$ cat config.mk
export PLATFORM = sky130hd
export DESIGN_NAME = pipe_hazard_ctrl
export DESIGN_NICKNAME = d
export VERILOG_FILES = /design/src/rtl/pipe_hazard_ctrl.sv
export SDC_FILE = /design/constraint.sdc
export NUM_CORES = 1
export LEC_CHECK = 0
export BUFFER_PORTS_ARGS = -buffer_cell sky130_fd_sc_hd__buf_2
export CAP_MARGIN = 10
export CELL_PAD_IN_SITES_DETAIL_PLACEMENT = 1
export CELL_PAD_IN_SITES_GLOBAL_PLACEMENT = 1
export CORE_ASPECT_RATIO = 0.8
export CORE_MARGIN = 2
export CORE_UTILIZATION = 35
export DETAILED_ROUTE_END_ITERATION = 16
export PLACE_DENSITY = 0.79
export SYNTH_ARGS = -nofsm -noshare
export SYNTH_HDL_FRONTEND = slang
export SYNTH_SLANG_ARGS = --single-unit
$ cat constraint.sdc
create_clock -name clk -period 4.9 [get_ports clk]
set_clock_uncertainty 0.1 [all_clocks]
set_input_delay 0.245 -clock clk [delete_from_list [all_inputs] [get_ports clk]]
set_output_delay 0.245 -clock clk [all_outputs]
set_load 0.02 [all_outputs]
$ cat src/rtl/pipe_hazard_ctrl.sv
// pipe_hazard_ctrl: 5-stage MIPS pipeline sequencer; hold/flush controls for PC, IF/ID, ID/EX, EX/MEM, MEM/WB
//   inputs : decode operands (Rs_ID, Rt_ID, uses_rs, uses_rt), EX load info (Rt_EX, MemtoReg_EX, RegWrite_EX),
//            Jump_ID, branch_taken_EX, data-memory handshake (mem_req_MEM, mem_ready)
//   outputs: pc_en, *_stall load enables (1 = advance), *_clear flushes, sticky mem_err, saturating stall_cycles
module pipe_hazard_ctrl #(
  parameter int TIMEOUT = 64,
  parameter int CNT_W   = 16
) (
  input  logic             clk,
  input  logic             rst,
  input  logic [4:0]       Rs_ID,
  input  logic [4:0]       Rt_ID,
  input  logic             uses_rs,
  input  logic             uses_rt,
  input  logic [4:0]       Rt_EX,
  input  logic             MemtoReg_EX,
  input  logic             RegWrite_EX,
  input  logic             Jump_ID,
  input  logic             branch_taken_EX,
  input  logic             mem_req_MEM,
  input  logic             mem_ready,
  output logic             pc_en,
  output logic             ifid_stall,
  output logic             ifid_clear,
  output logic             idex_stall,
  output logic             idex_clear,
  output logic             exmem_stall,
  output logic             memwb_clear,
  output logic             mem_err,
  output logic [CNT_W-1:0] stall_cycles
);
  localparam int CW = (TIMEOUT > 2) ? $clog2(TIMEOUT) : 1;
  typedef enum logic [1:0] {RUN, MEM_WAIT, ERR} state_t;
  state_t state_q, state_d;
  logic [CW-1:0] wait_cnt_q, wait_cnt_d;
  logic mem_err_q, mem_err_d;
  logic [CNT_W-1:0] stall_cycles_q, stall_cycles_d;
  logic mem_wait, freeze, load_use;
  assign mem_wait = mem_req_MEM & ~mem_ready;
  assign freeze   = mem_wait | (state_q == ERR);
  // register 0 is hardwired, so a load targeting it never creates a dependency
  assign load_use = MemtoReg_EX & RegWrite_EX & (Rt_EX != 5'd0) &
                    ((uses_rs & (Rs_ID == Rt_EX)) | (uses_rt & (Rt_ID == Rt_EX)));
  // a taken branch squashes the decode instruction, so it overrides the load-use hold
  assign pc_en       = ~freeze & (branch_taken_EX | ~load_use);
  assign ifid_stall  = pc_en;
  assign ifid_clear  = ~freeze & (branch_taken_EX | (~load_use & Jump_ID));
  assign idex_stall  = ~freeze;
  assign idex_clear  = ~freeze & (branch_taken_EX | load_use);
  assign exmem_stall = ~freeze;
  assign memwb_clear = freeze;
  assign mem_err      = mem_err_q;
  assign stall_cycles = stall_cycles_q;
  always_comb begin
    state_d        = state_q;
    wait_cnt_d     = wait_cnt_q;
    mem_err_d      = mem_err_q;
    stall_cycles_d = (~pc_en && stall_cycles_q != '1) ? stall_cycles_q + 1'b1 : stall_cycles_q;
    if (state_q == RUN && mem_wait) begin
      state_d    = MEM_WAIT;
      wait_cnt_d = CW'(1);
    end else if (state_q == MEM_WAIT) begin
      // a dropped request is treated the same as a completed access
      if (mem_ready || !mem_req_MEM) begin
        state_d    = RUN;
        wait_cnt_d = '0;
      end else if (wait_cnt_q == CW'(TIMEOUT - 1)) begin
        state_d   = ERR;
        mem_err_d = 1'b1;
      end else begin
        wait_cnt_d = wait_cnt_q + 1'b1;
      end
    end
  end
  always_ff @(posedge clk or posedge rst) begin
    if (rst) begin
      state_q        <= RUN;
      wait_cnt_q     <= '0;
      mem_err_q      <= 1'b0;
      stall_cycles_q <= '0;
    end else begin
      state_q        <= state_d;
      wait_cnt_q     <= wait_cnt_d;
      mem_err_q      <= mem_err_d;
      stall_cycles_q <= stall_cycles_d;
    end
  end
endmodule
==> results.txt <==
- Total power: 0.364 mW
- The path class of the tightest hold or removal check is in -> async.
- The worst register-to-register path has a depth of 7.
- For the worst setup path, the data required time is around 4600 ps.
- Summed over all layers, the global routing overflow is 0.
- For flop-to-flop paths, the worst setup slack is 2590 ps.
- Final Hold Viols: 0
- The first detailed-routing pass ran for 4 iterations.
* Maximum root-to-sink buffer count: 2
- Iter 0 DRT Violations: 129
- Non-Filler Cell Area, Final: 1780 sq um
- Placed cell count: 247
* Number of buffers added on ports: 48
- Placement Rows: 20
- Setup repair after global routing left no endpoint under its margin.
- Most common library cells after synthesis: dfrtp_1, xor2_1, nand2_1, xnor2_1, o21ai_0
- Final critical-path share of the clock period: between 40 and 50%
- Fraction of synthesized cell area taken by the top area cell type: 43.1%
- Max-slew violation count: 0
- Final Routed Wirelength: 3.76 mm
- After the last flow step, the layout net total stands at about 230.
* Actual transition at the worst max-transition pin: 978 ps
- Final critical delay including setup and external delays: 2320 ps
- Of all nets on the critical path, the largest fanout is 18.
- In the routed layout, each cell is associated on average with a via count of 5.10.
* Worst skew pair latency: 270 ps
- Fraction of layout instances using a drive strength above 1: 29.4%
- Root Driver: clkbuf_8
- Worst setup path class: in -> out
- PnR worst setup slack: 2580 ps
- The initial utilization of the core area, before any placement, comes to 37.5%.
- Average instance area after synthesis: around 10 sq um
* Area of the die: 4680 sq um
- Max-cap violations in this run came to 0.
- Maximum number of pins on one net before global-route repair: 26
- Main synth FF type: dfrtp_1
- Total clock sinks: 25
- After clock tree synthesis, the clock-pin slew on the worst setup and hold paths is 90 ps.
- Static leakage: around 0.83 nW
- The count of cells in the finished layout, fillers not included, comes to 252.
* Number of endpoints failing setup at the final stage: 0
- Counting distinct cell types in the post-synthesis netlist gives 38.
* Cell accounting for the most synthesized area: dfrtp_1
- Instance area at placement: 1730 sq um
- The most common cell in the synthesized netlist is dfrtp_1.
- In this run the cell area of the synthesized design comes to ~1500 sq um.
- CTS buffer count: 3
- The worst register-to-register path ends at stall_cycles[1].
- DP Worst Slack: 2260 ps
- In the post-synthesis netlist, the biggest area contributors are dfrtp_1, xor2_1, xnor2_1, o21ai_0, nand2_1.
- The flow ran to the end, and the final reports show no timing, DRC or antenna violations.
* Placeable Area: 3880 sq um
- In the global route stage, overall resource usage came out at 16.9%.
- Count of vias placed by the detailed router: 1286
- Cells after Synth: 149
- After synthesis, the share of flip-flops with an asynchronous set or reset is 100%.
- The number of antenna diodes in the final layout is 0.
* First-pass GRT wire length: 6.20 mm
- # IOs: 49
* Max-slew headroom at the worst pin: 34.8%
- Post-detailed-route DRC marker count: 0
- VDD sags by at most 0.103 mV.
- Average detailed-routed wire length per instance: 14.9 um
- The congestion estimate from routability-driven global placement came to 0.843.
- The share of the Yosys chip area taken by registers is 43.1%.
- Level count of the clock H-tree: 1
- For the worst setup path, the data arrival time is 1970 ps.
- Yosys mapped a number of flops with a built-in enable equal to 0.
- Final HPWL DP: 2.88 mm
- TritonCTS clock tree: built
* Count of state elements after synthesis: 25
- Based on the critical path, the design can be clocked at up to 0.432 GHz.
- The Yosys step of the flow raised 0 warnings.
- Measured along the x axis, the die boundary spans 76.0 um.
* Worst setup SP type: input port
* Power Dens Cells: 205 nW/um^2
- Post-CTS Hold Fix Bufs: 0
- The count of nets left with antenna violations once routing finished came out at 0.
- The number of global-route vias before repair came to 1342.
- Die height: 61.6 um
* Aggregate negative setup slack: 0 ps
- In this run, post-CTS repair resized a total of 0 instances.
- Area growth from synthesis to final layout: 22.3%
- The number of nets in the synthesized netlist is 176.
* Endpoint class of the critical path: output pin
- The initial antenna violation count came to 0.
* Post-CTS setup repair buffer count: 0
- Launching point of the worst reg2reg path: stall_cycles[6]
-- area by class of cell --
class	count	area, sq um
inverters	7	26.3
repair buffers	49	245
clock buffers	4	45.0
well taps	55	68.8
fillers	462	2100
multi-input cells	112	766
flip-flops and latches	25	626
-- flip-flops by register name (all words and copies together), names as in the netlist --
register and count:
state_q 2, stall_cycles 16, mem_err 1, wait_cnt_q 6
-- where the power goes --
part / total [mW] / internal [mW] / switching (mW)
registers: 0.207 / 0.207 / 0.000561
logic: 0.0338 / 0.0158 / 0.0179
clock network: 0.123 / 0.0581 / 0.0646
-- cell families after synthesis --
| group | count (synthesis) | share of synthesized area [%] |
|---|---|---|
| buffers and inverters | 12 | 4.22 |
| muxes | 3 | 2.33 |
| adders and majority gates | 2 | 1.72 |
| DFF | 25 | 43.1 |
| xor gates and xnor gates | 23 | 13.9 |
| and+or+nand+nor | 60 | 22.7 |
| AOI/OAI and AO/OA | 24 | 12.1 |
-- worst max-delay path, stage by stage --
cell     delay (ps)
buf_2           120
or3_1           410
o311a_4         340
a31oi_4         500
o21a_1          190
buf_2           150
-- worst max path at each step --
| stage | startpoint | endpoint | slack, ps | cells after the start |
|---|---|---|---|---|
| global route | stall_cycles[6] | stall_cycles[1] | 2450 | 7 |
| finish | Rt_EX[0] | ifid_clear | 2580 | 6 |
| global placement | stall_cycles[6] | stall_cycles[1] | 2460 | 6 |
| detailed placement | stall_cycles[6] | stall_cycles[1] | 2260 | 6 |
| floorplan | stall_cycles[6] | stall_cycles[3] | 2910 | 7 |
| CTS | stall_cycles[6] | stall_cycles[9] | 2240 | 6 |
-- metrics by stage --
stage / util, % / hold WS (ps)
5_1_grt: 45.8 / 178
3_5_place_dp: 44.5 / 357
2_1_floorplan: - / 172
6_report: 45.8 / 94.8
3_3_place_gp: 44.5 / 349
4_1_cts: 45.7 / 127
-- layer usage --
layer,wire (um),up-vias,GRT usage (%)
met5,0,-,0
met4,42,0,7.53
met3,184,4,2.20
met2,1900,44,31.5
met1,1630,617,20.6
li1,-,621,-
-- layout by cell type (no fill, tap or decap), types with 3 or more instances in the layout --
| master | synthesis | final |
|---|---|---|
| o21ai_0 | 9 | 9 |
| nor4b_1 | 4 | 4 |
| inv_1 | 7 | 7 |
| nand4_1 | 4 | 4 |
| dfrtp_1 | 25 | 25 |
| nor2_1 | 8 | 8 |
| nand2b_1 | 5 | 5 |
| and3_1 | 3 | 3 |
| xor2_1 | 12 | 12 |
| xnor2_1 | 11 | 11 |
| clkbuf_8 | 0 | 3 |
| nor3_1 | 3 | 3 |
| nand3_1 | 7 | 7 |
| a21oi_1 | 5 | 5 |
| buf_2 | 1 | 49 |
| nor4_1 | 6 | 6 |
| nand2_1 | 11 | 11 |
(Power assumes the default switching activity.)
